## config.mk

```make
export PLATFORM = sky130hd
export DESIGN_NAME = hammu_axi4lite_master
export DESIGN_NICKNAME = d
export VERILOG_FILES = /design/src/rtl/hammu_axi4lite_master.sv
export SDC_FILE = /design/constraint.sdc
export NUM_CORES = 1
export LEC_CHECK = 0
export CORE_MARGIN = 10
export CORE_UTILIZATION = 40
export DETAILED_ROUTE_END_ITERATION = 6
export DONT_BUFFER_PORTS = 1
export GPL_TIMING_DRIVEN = 0
export PLACE_DENSITY = 0.64
export SLEW_MARGIN = 0
export SYNTH_ARGS = -nofsm -noshare
export SYNTH_HDL_FRONTEND = slang
export SYNTH_SLANG_ARGS = --single-unit
```

## constraint.sdc

```tcl
create_clock -name M_AXI_ACLK -period 10.9 [get_ports M_AXI_ACLK]
set_input_delay 2.18 -clock M_AXI_ACLK [delete_from_list [all_inputs] [get_ports M_AXI_ACLK]]
set_output_delay 2.18 -clock M_AXI_ACLK [all_outputs]
set_load 0.1 [all_outputs]
```

## src/rtl/hammu_axi4lite_master.sv

```systemverilog
`default_nettype none
// ============================================================================
// hammu_axi4lite_master : single-outstanding AXI4-Lite master, one command
// in, one AXI write or read out, one response back; timeout recovers hangs.
// Revision: 1.0
// ============================================================================
module hammu_axi4lite_master #(
    parameter int C_M_AXI_ADDR_WIDTH = 32,
    parameter int C_M_AXI_DATA_WIDTH = 32,
    parameter int C_TIMEOUT          = 256
) (
    input  logic                            M_AXI_ACLK,
    input  logic                            M_AXI_ARESET,
    input  logic                            cmd_valid,
    output logic                            cmd_ready,
    input  logic                            cmd_write,
    input  logic [C_M_AXI_ADDR_WIDTH-1:0]   cmd_addr,
    input  logic [C_M_AXI_DATA_WIDTH-1:0]   cmd_wdata,
    input  logic [C_M_AXI_DATA_WIDTH/8-1:0] cmd_wstrb,
    output logic                            rsp_valid,
    output logic                            rsp_write,
    output logic [C_M_AXI_DATA_WIDTH-1:0]   rsp_rdata,
    output logic [1:0]                      rsp_resp,
    output logic                            rsp_timeout,
    output logic [C_M_AXI_ADDR_WIDTH-1:0]   M_AXI_AWADDR,
    output logic                            M_AXI_AWVALID,
    input  logic                            M_AXI_AWREADY,
    output logic [C_M_AXI_DATA_WIDTH-1:0]   M_AXI_WDATA,
    output logic [C_M_AXI_DATA_WIDTH/8-1:0] M_AXI_WSTRB,
    output logic                            M_AXI_WVALID,
    input  logic                            M_AXI_WREADY,
    input  logic [1:0]                      M_AXI_BRESP,
    input  logic                            M_AXI_BVALID,
    output logic                            M_AXI_BREADY,
    output logic [C_M_AXI_ADDR_WIDTH-1:0]   M_AXI_ARADDR,
    output logic                            M_AXI_ARVALID,
    input  logic                            M_AXI_ARREADY,
    input  logic [C_M_AXI_DATA_WIDTH-1:0]   M_AXI_RDATA,
    input  logic [1:0]                      M_AXI_RRESP,
    input  logic                            M_AXI_RVALID,
    output logic                            M_AXI_RREADY
);

    localparam int SW         = C_M_AXI_DATA_WIDTH / 8;
    localparam int TW         = (C_TIMEOUT < 2) ? 2 : $clog2(C_TIMEOUT + 1) + 1;
    localparam int TMO_LAST_I = (C_TIMEOUT > 0) ? C_TIMEOUT - 1 : 0;
    localparam logic [TW-1:0] TMO_LAST = TMO_LAST_I[TW-1:0];

    typedef enum logic [2:0] {
        S_IDLE    = 3'd0,
        S_WR_REQ  = 3'd1,
        S_WR_RESP = 3'd2,
        S_RD_REQ  = 3'd3,
        S_RD_RESP = 3'd4,
        S_DONE    = 3'd5
    } state_t;

    state_t                         state_q, state_d;
    logic                           live_q;
    logic [C_M_AXI_ADDR_WIDTH-1:0]  addr_q, addr_d;
    logic [C_M_AXI_DATA_WIDTH-1:0]  wdata_q, wdata_d;
    logic [SW-1:0]                  wstrb_q, wstrb_d;
    logic                           aw_done_q, aw_done_d;
    logic                           w_done_q, w_done_d;
    logic [TW-1:0]                  cnt_q, cnt_d;
    logic                           rsp_write_q, rsp_write_d;
    logic [C_M_AXI_DATA_WIDTH-1:0]  rsp_rdata_q, rsp_rdata_d;
    logic [1:0]                     rsp_resp_q, rsp_resp_d;
    logic                           rsp_timeout_q, rsp_timeout_d;
    logic                           busy, tmo_hit, abort;

    // live_q keeps cmd_ready low until the first edge after reset release
    assign cmd_ready     = live_q && (state_q == S_IDLE);
    assign rsp_valid     = (state_q == S_DONE);
    assign rsp_write     = rsp_write_q;
    assign rsp_rdata     = rsp_rdata_q;
    assign rsp_resp      = rsp_resp_q;
    assign rsp_timeout   = rsp_timeout_q;
    assign M_AXI_AWADDR  = addr_q;
    assign M_AXI_ARADDR  = addr_q;
    assign M_AXI_WDATA   = wdata_q;
    assign M_AXI_WSTRB   = wstrb_q;
    assign M_AXI_AWVALID = (state_q == S_WR_REQ) && !aw_done_q;
    assign M_AXI_WVALID  = (state_q == S_WR_REQ) && !w_done_q;
    assign M_AXI_BREADY  = (state_q == S_WR_RESP);
    assign M_AXI_ARVALID = (state_q == S_RD_REQ);
    assign M_AXI_RREADY  = (state_q == S_RD_RESP);

    assign busy    = (state_q != S_IDLE) && (state_q != S_DONE);
    // The final budgeted cycle still honours a handshake; abort only if none lands
    assign tmo_hit = (C_TIMEOUT != 0) && busy && (cnt_q >= TMO_LAST);

    always_comb begin
        state_d       = state_q;
        addr_d        = addr_q;
        wdata_d       = wdata_q;
        wstrb_d       = wstrb_q;
        aw_done_d     = aw_done_q;
        w_done_d      = w_done_q;
        cnt_d         = busy ? cnt_q + TW'(1) : cnt_q;
        rsp_write_d   = rsp_write_q;
        rsp_rdata_d   = rsp_rdata_q;
        rsp_resp_d    = rsp_resp_q;
        rsp_timeout_d = rsp_timeout_q;
        abort         = 1'b0;

        case (state_q)
            S_IDLE: begin
                if (cmd_valid && cmd_ready) begin
                    addr_d    = cmd_addr;
                    wdata_d   = cmd_wdata;
                    wstrb_d   = cmd_wstrb;
                    aw_done_d = 1'b0;
                    w_done_d  = 1'b0;
                    cnt_d     = '0;
                    state_d   = cmd_write ? S_WR_REQ : S_RD_REQ;
                end
            end
            S_WR_REQ: begin
                if (M_AXI_AWVALID && M_AXI_AWREADY) aw_done_d = 1'b1;
                if (M_AXI_WVALID && M_AXI_WREADY)   w_done_d  = 1'b1;
                if (aw_done_d && w_done_d) state_d = S_WR_RESP;
                else if (tmo_hit)          abort   = 1'b1;
            end
            S_WR_RESP: begin
                if (M_AXI_BVALID) begin
                    state_d       = S_DONE;
                    rsp_write_d   = 1'b1;
                    rsp_rdata_d   = '0;
                    rsp_resp_d    = M_AXI_BRESP;
                    rsp_timeout_d = 1'b0;
                end else if (tmo_hit) begin
                    abort = 1'b1;
                end
            end
            S_RD_REQ: begin
                if (M_AXI_ARREADY)  state_d = S_RD_RESP;
                else if (tmo_hit)   abort   = 1'b1;
            end
            S_RD_RESP: begin
                if (M_AXI_RVALID) begin
                    state_d       = S_DONE;
                    rsp_write_d   = 1'b0;
                    rsp_rdata_d   = M_AXI_RDATA;
                    rsp_resp_d    = M_AXI_RRESP;
                    rsp_timeout_d = 1'b0;
                end else if (tmo_hit) begin
                    abort = 1'b1;
                end
            end
            S_DONE:  state_d = S_IDLE;
            default: state_d = S_IDLE;
        endcase

        if (abort) begin
            state_d       = S_DONE;
            rsp_write_d   = (state_q == S_WR_REQ) || (state_q == S_WR_RESP);
            rsp_rdata_d   = '0;
            rsp_resp_d    = 2'b10;
            rsp_timeout_d = 1'b1;
        end
    end

    always_ff @(posedge M_AXI_ACLK or posedge M_AXI_ARESET) begin
        if (M_AXI_ARESET) begin
            state_q       <= S_IDLE;
            live_q        <= 1'b0;
            addr_q        <= '0;
            wdata_q       <= '0;
            wstrb_q       <= '0;
            aw_done_q     <= 1'b0;
            w_done_q      <= 1'b0;
            cnt_q         <= '0;
            rsp_write_q   <= 1'b0;
            rsp_rdata_q   <= '0;
            rsp_resp_q    <= 2'b00;
            rsp_timeout_q <= 1'b0;
        end else begin
            state_q       <= state_d;
            live_q        <= 1'b1;
            addr_q        <= addr_d;
            wdata_q       <= wdata_d;
            wstrb_q       <= wstrb_d;
            aw_done_q     <= aw_done_d;
            w_done_q      <= w_done_d;
            cnt_q         <= cnt_d;
            rsp_write_q   <= rsp_write_d;
            rsp_rdata_q   <= rsp_rdata_d;
            rsp_resp_q    <= rsp_resp_d;
            rsp_timeout_q <= rsp_timeout_d;
        end
    end

endmodule
`default_nettype wire

```

# After elaboration in Yosys (flattened, before gate mapping)
# Cells that the tools add are included.
# totals
regBits,120
input_bits,113
output_inout_bits,143
elab_cells,85
# op_classes
add_sub_neg,1
order_cmp,1
eq_ne,12
muxes,39
n_reduce_logical,20
# op_table
operator,n
$mux 32,3
$pmux 32 s2,1
$mux 10,3
$mux 3,6
$mux 1,15
$pmux 3 s5,1
$ne 3x2->1 const B,4
$add 10x1->10 const B,1
$ge 10x8->1 const B,1
$logic_and 1x1->1,9
$mux 2,4
$pmux 1 s2,4
$eq 3x2->1 const B,2
$eq 3x3->1 const B,2
$reduce_bool 3->1,2
$reduce_and 5->1,1
$pmux 1 s4,1
$pmux 2 s2,1
$reduce_and 2->1,2
$eq 3x1->1 const B,1
$logic_not 3->1,1
$ne 3x1->1 const B,1
$ne 3x3->1 const B,1
$reduce_and 3->1,1
4 further kinds,5

# Logic depth before layout (Yosys ltp)
# Gate-level depths: netlist of run 1.
# logic_depth
ltp_word,10
ltp_mapped,7
depth_no_buf,5

# Worst setup path after synthesis of run 1
# Ideal clock, no wire load.
# synth_path
kind,register to output
start,register state_q[1]
end,output port rsp_valid
arrival_time_ns,3.011
required_ns,8.720
setup_slack_ns,5.709
path_stages_with_launch,4
n_path_buf,2
cell_sequence,dfrtp_1 buf_2 clkbuf_1 nor3b_1
# synth_via
elab_chain_len,1
# synth_lines
item,line,text
from (decl),58,"state_t state_q, state_d;"
from (signal assigned),179,state_q <= state_d;
$eq 3x3->1,74,assign rsp_valid = (state_q == S_DONE);
to (decl),20,"output logic rsp_valid,"
# Every way passes these cells.

# Worst setup path in the final report of run 1
# layout_path
start,register state_q[1]
end,output port M_AXI_AWVALID
# layout_via
elab_chain_len,2
# layout_lines
item,line,text
$eq 3x1->1,83,assign M_AXI_AWVALID = (state_q == S_WR_REQ) && !aw_done_q;
$logic_and 1x1->1,83,
to (decl),26,"output logic M_AXI_AWVALID,"
# Every way passes these cells.

==> flow_summary.json, run 1 <==
{
  "insertion_delay_ns": 0.41,
  "route.antenna.remaining_nets": 0,
  "die_height_um": 134,
  "initial_core_util_pct": 40.9,
  "fmax_ghz": 0.215,
  "drv_cap": 0,
  "instances_no_fill": 750,
  "dp_cells": 718,
  "synthDistinctLibCells": 40,
  "slew_violations": 0,
  "syn_area_mm2": 0.00516,
  "setup_viol": 0,
  "slew_headroom_pct": 26.2,
  "synth_top_cell_area_share_pct": 58.2,
  "slowest_stage": "nor2_2",
  "dp_hpwl_um": 11000,
  "hp-class": "reg -> reg",
  "cts_max_path_buffers": 2,
  "r2r_slack_ns": 8.58,
  "fin_nets": 679,
  "cts_tree": "done",
  "path_clk_slew_ns": 0.05,
  "tightest_slew_ns": 1.11,
  "period_needed_ns": 4.66,
  "grt_max_degree": 70,
  "coreArea_mm2": 0.0126,
  "post-route-util_pct": 49.0,
  "crit_path_max_fanout": 10,
  "yosysTopAreaCell": "dfrtp_1",
  "hold_viol": 0,
  "worstPathArrival_ns": 2.48,
  "grt_pass1_wl_um": 22600,
  "skew_ns": 0.0105,
  "rsz0062_at_grt": "false",
  "die_area_mm2": 0.0178,
  "grt.overflow.total": 0,
  "antenna_found_initial": 0,
  "drc": 0,
  "ys_top_cells_by_area": "dfrtp_1, nand2_1, buf_4, a22oi_1, nor2_1",
  "status": "completed",
  "numPortBuffers": 0,
  "io_pins": 256,
  "fp.dieW_um": 134,
  "vias": 3760,
  "place_congestion": 0.804,
  "syn-instance-count": 540,
  "final_area_mm2": 0.00618,
  "avgRoutedWirePerCell_um": 19.1,
  "vias_per_cell": 5.01,
  "htree_levels": 4,
  "antenna_cells": 0,
  "required_ns": 8.72,
  "cts_root_buf": "clkbuf_16",
  "initialDrtViolationCount": 191,
  "postPlaceCellArea_mm2": 0.00552,
  "syn-mean-instance-area_um2": 9.56,
  "tns_ns": 0,
  "grt_pass1_vias": 4033,
  "seq_area_frac_synth_pct": 58.2,
  "layout-drive-gt1-share_pct": 18.0,
  "cts_buffers": 17,
  "critPathCaptureType": "primary output",
  "synth_nets": 654,
  "grt_util_all_layers_pct": 15.7,
  "cts_repair_resize_count": 0,
  "layout_common_cells": "nand2_1, dfrtp_1, nor2_1",
  "yosys_warnings": 0,
  "firstDrtPassIters": 4,
  "post-route-period-util_pct": 42.7,
  "area_growth_pct": 19.8,
  "hold_buffers": 0,
  "post_cts_buffers": 0,
  "final_common_cell": "nand2_1",
  "cts_sinks": 120,
  "synth_seq_cells": 120,
  "wl_um": 14300,
  "cp_cell_sequence": "buf_2 > clkbuf_1 > nor2_1 > nand2_1 > nor2_2",
  "worstSetupPathType": "reg -> out",
  "num_rows": 41,
  "max_stage_delay_ns": 0.85,
  "critPathLaunchType": "flip-flop"
}
stage by stage:
stage               setup WS, ns  hold WS (ns)
floorplan                   5.53         0.485
global placement            4.35         0.503
detailed placement          6.70         0.533
CTS                         6.24         0.546
global route                6.15         0.584
finish                      6.24         0.538
area by class of cell:
class / instances / area [um2]
tap: 172 / 215
multi-input combinational: 354 / 1780
fill: 1170 / 6440
timing repair buffer: 6 / 118
inverter: 4 / 20.0
sequential: 120 / 3000
clock inverter: 14 / 220
buffer: 62 / 393
clock buffer: 18 / 439
sequential cells by signal, summed over array words and instances, names as in the netlist:
| name | count |
|---|---|
| M_AXI_ARADDR | 32 |
| M_AXI_WDATA | 32 |
| M_AXI_WSTRB | 4 |
| aw_done_q | 1 |
| cnt_q | 10 |
| live_q | 1 |
| rsp_rdata | 32 |
| rsp_resp | 2 |
| rsp_timeout | 1 |
| rsp_write | 1 |
| state_q | 3 |
| w_done_q | 1 |
synth_stat cells, drive strengths merged:
cell,instances
ha,1
a21oi,9
a32o,1
inv,4
nor4b,2
dfrtp,120
a21o,1
o2111ai,2
clkbuf,8
a221oi,1
o22ai,1
xor2,6
and3b,2
a211o,3
mux2,1
conb,1
o22a,1
xnor2,1
and2b,1
or3,2
o211ai,4
or2,1
o21ai,6
nand3,2
o31ai,1
nor2,46
nand2,210
and4,1
and3,2
and2,5
buf,54
a22oi,33
nor3b,4
mux2i,3
routing by layer:
layer / global-route usage (%) / part of all wire, %
met1: 16.6 / 37
met2: 26.2 / 50
met3: 8.42 / 12
met4: 5.56 / 1.3
met5: 0 / 0
critical path, delay by kind of cell, from the launching register on:
kind | cells | cell delay (ns)
buffers and inverters | 2 | 0.48
flip-flops | 1 | 0.43
AND/OR/NAND/NOR | 3 | 1.17
logic make-up (layout without fill, tap and decap cells):
family                   after synthesis  count (layout)  synth area share (%)
AO/OA/AOI/OAI                         63              63                  9.04
XOR/XNOR                               7               7                  1.33
adder cells (fa/ha/maj)                1               1                 0.242
buffers and inverters                 66             104                  7.90
flip-flops                           120             120                  58.2
multiplexers                           4               4                 0.800
other                                  1               1                0.0727
AND/OR/NAND/NOR                      278             278                  22.4
final timing paths:
kind	end	depth (start not counted)	start
worst min register to register	cnt_q[5]	2	cnt_q[5]
max in group asynchronous	rsp_resp[1]	2	M_AXI_ARESET
worst max register to register	rsp_write	5	state_q[1]
worst max-delay path	M_AXI_AWVALID	5	state_q[1]
min in group asynchronous	M_AXI_ARADDR[4]	1	M_AXI_ARESET
worst min-delay path	cnt_q[5]	2	cnt_q[5]
Power of run 1 is left out: the tool's default activity adds up to more than one toggle a clock period on the data nets, which glitch-free logic cannot reach.
==> run 2: changes to the inputs <==
--- a/config.mk
+++ b/config.mk
@@ -5,6 +5,7 @@
 export SDC_FILE = /design/constraint.sdc
 export NUM_CORES = 1
 export LEC_CHECK = 0
+export ABC_AREA = 1
 export CORE_MARGIN = 10
 export CORE_UTILIZATION = 40
 export DETAILED_ROUTE_END_ITERATION = 6
==> constraint.sdc (replaced) <==
create_clock -name M_AXI_ACLK -period 4.5 [get_ports M_AXI_ACLK]
set_input_delay 0.9 -clock M_AXI_ACLK [delete_from_list [all_inputs] [get_ports M_AXI_ACLK]]
set_output_delay 0.9 -clock M_AXI_ACLK [all_outputs]
set_load 0.1 [all_outputs]
==> run 2 against run 1 <==
Net effect: area after synthesis increased by 4.2%; critical path type unchanged; die area is 3.5% higher; critical endpoint unchanged; worst hold slack got worse by 0.14 ns; register-to-register slack got worse by 6.9 ns; core utilization fell by 1.3 points; cell count rose by 12%; via count is 7.3% higher; worst setup slack lost 4.9 ns; clock skew fell by 0.0039 ns; wire length grew 0.32%; global-route usage fell by 0.48 points; critical path depth fell by 1.
==> flow_summary.json, run 2 <==
{
  "area_growth_pct": 17.0,
  "layout-drive-gt1-share_pct": 18.6,
  "numPortBuffers": 0,
  "path_clk_slew_ns": 0.05,
  "crit_cells": 4,
  "worstSetupPathType": "reg -> out",
  "r2r_slack_ns": 1.68,
  "cts_buffers": 17,
  "layout_common_cells": "nand2_1, dfrtp_1, nand3_1, buf_4",
  "grt_max_degree": 69,
  "cts_repair_resize_count": 0,
  "slew_headroom_pct": 22.9,
  "insertion_delay_ns": 0.41,
  "cp_cell_sequence": "inv_2 > nor3_2 > inv_1 > nor2_2",
  "required_ns": 3.60,
  "rsz0062_at_grt": "false",
  "firstDrtPassIters": 4,
  "drc": 0,
  "htree_levels": 4,
  "place_congestion": 0.839,
  "route.antenna.remaining_nets": 0,
  "post-route-period-util_pct": 69.4,
  "post-route-util_pct": 47.7,
  "die_height_um": 136,
  "worstPathArrival_ns": 2.22,
  "cp-endpoint": "M_AXI_AWVALID",
  "status": "completed",
  "cts_tree": "done",
  "grt.overflow.total": 0,
  "fmax_ghz": 0.320,
  "avgRoutedWirePerCell_um": 17.2,
  "hold_viol": 0,
  "io_pins": 256,
  "syn_area_mm2": 0.00538,
  "fin_nets": 763,
  "period_needed_ns": 3.12,
  "grt_pass1_vias": 4113,
  "initial_core_util_pct": 40.8,
  "cts_root_buf": "clkbuf_16",
  "ys_top_cells_by_area": "dfrtp_1, nand2_1, buf_4, nand3_1, nand3_2",
  "synth-edff-count": 0,
  "yosysMostFrequentCell": "nand2_1",
  "final_common_cell": "nand2_1",
  "synthDistinctLibCells": 32,
  "critPathCaptureType": "primary output",
  "skew_ns": 0.00659,
  "yosysTopAreaCell": "dfrtp_1",
  "num_rows": 42,
  "slowest_stage": "nor2_2",
  "seq_area_frac_synth_pct": 55.9,
  "rr_endpoint": "M_AXI_WDATA[31]",
  "critPathLaunchType": "flip-flop",
  "initialDrtViolationCount": 278,
  "grt_pass1_wl_um": 22300,
  "cts_max_path_buffers": 2,
  "coreArea_mm2": 0.0132,
  "synth_nets": 741,
  "syn-instance-count": 627,
  "tightest_slew_ns": 1.16,
  "cts_sinks": 120,
  "die_area_mm2": 0.0185,
  "fillers": 1251,
  "syn-mean-instance-area_um2": 8.57,
  "antenna_cells": 0,
  "yosys_warnings": 0,
  "vias": 4033,
  "post_cts_buffers": 0,
  "wl_um": 14400,
  "synth_common_cells": "nand2_1, dfrtp_1, buf_4, nand3_1, nor2_1",
  "critPathBufInv": 2,
  "grt_util_all_layers_pct": 15.3,
  "cp-startpoint": "state_q[0]",
  "rr_startpoint": "state_q[2]",
  "hold_buffers": 0,
  "vias_per_cell": 4.82,
  "cp_top_family": "simple AND/OR/NAND/NOR gates",
  "setup_viol": 0,
  "max_stage_delay_ns": 0.88,
  "synth_seq_cells": 120,
  "fp.dieW_um": 136,
  "ff2ff_path_depth": 9,
  "async_reset_ff_share_pct": 100,
  "synthFlopType": "dfrtp_1",
  "antenna_found_initial": 0,
  "drv_cap": 0,
  "dp_hpwl_um": 11200,
  "slew_violations": 0,
  "hp-class": "in -> async",
  "synth_top_cell_area_share_pct": 55.9,
  "crit_path_max_fanout": 7
}
-- run 2: cell count changes after synthesis, moves of 5 or more --
cell,before,now
nand3_2,0,12
inv_1,4,18
inv_2,0,6
buf_4,37,32
nor2_1,46,19
a22oi_1,33,0
nand2_1,210,316
nand3_1,2,32
clkbuf_1,8,3
o21ai_0,5,10
a21oi_1,9,4
-- run 2: how the worst min path moves through the flow --
stage,end,startpoint,slack [ns],cells after the start
finish,M_AXI_ARADDR[9],M_AXI_ARESET,0.39,1
global route,M_AXI_ARADDR[9],M_AXI_ARESET,0.43,1
CTS,M_AXI_ARADDR[9],M_AXI_ARESET,0.40,1
detailed placement,cnt_q[2],cnt_q[2],0.52,1
global placement,cnt_q[2],cnt_q[2],0.51,1
floorplan,cnt_q[2],cnt_q[2],0.48,1
-- run 2: metal layers --
metal | share of wire [%] | global-route usage (%) | wire (um)
met1 | 36 | 16.1 | 5180
met2 | 51 | 25.5 | 7340
met3 | 11 | 7.75 | 1610
met4 | 1.7 | 5.92 | 242
met5 | 0 | 0 | 0
-- run 2: final cells by class --
type / instances / area, um2 / area share, %
Inverter: 26 / 108 / 1.71
Buffer: 58 / 417 / 6.62
Timing Repair Buffer: 3 / 58.8 / 0.935
Tap cell: 176 / 220 / 3.50
Multi-Input combinational cell: 423 / 1860 / 29.6
Sequential cell: 120 / 3000 / 47.7
Clock buffer: 24 / 482 / 7.66
Clock inverter: 7 / 141 / 2.25
-- run 2: cell families (layout without fill, tap and decap cells) --
| kind of cell | count (synthesis) | count (layout) | share of synthesized area, % |
|---|---|---|---|
| adders and majority gates | 1 | 1 | 0.233 |
| other | 1 | 1 | 0.0697 |
| AOI/OAI and AO/OA | 16 | 16 | 1.54 |
| and+or+nand+nor | 402 | 402 | 32.2 |
| xor gates and xnor gates | 3 | 3 | 0.489 |
| buffers and inverters | 84 | 118 | 9.66 |
| DFF | 120 | 120 | 55.9 |
-- run 2: metrics by stage --
step	setup slack (ns)	setup TNS, ns	hold slack [ns]	instance area [um2]	instances
2_1_floorplan	0.414	0	0.480	5380	627
3_3_place_gp	-0.767	-90.98	0.509	5600	803
5_1_grt	1.28	0	0.427	6290	837
6_report	1.38	0	0.394	6290	837
4_1_cts	1.35	0	0.404	6290	837
3_5_place_dp	1.72	0	0.524	5670	806
Power of run 2 is left out for the same reason.
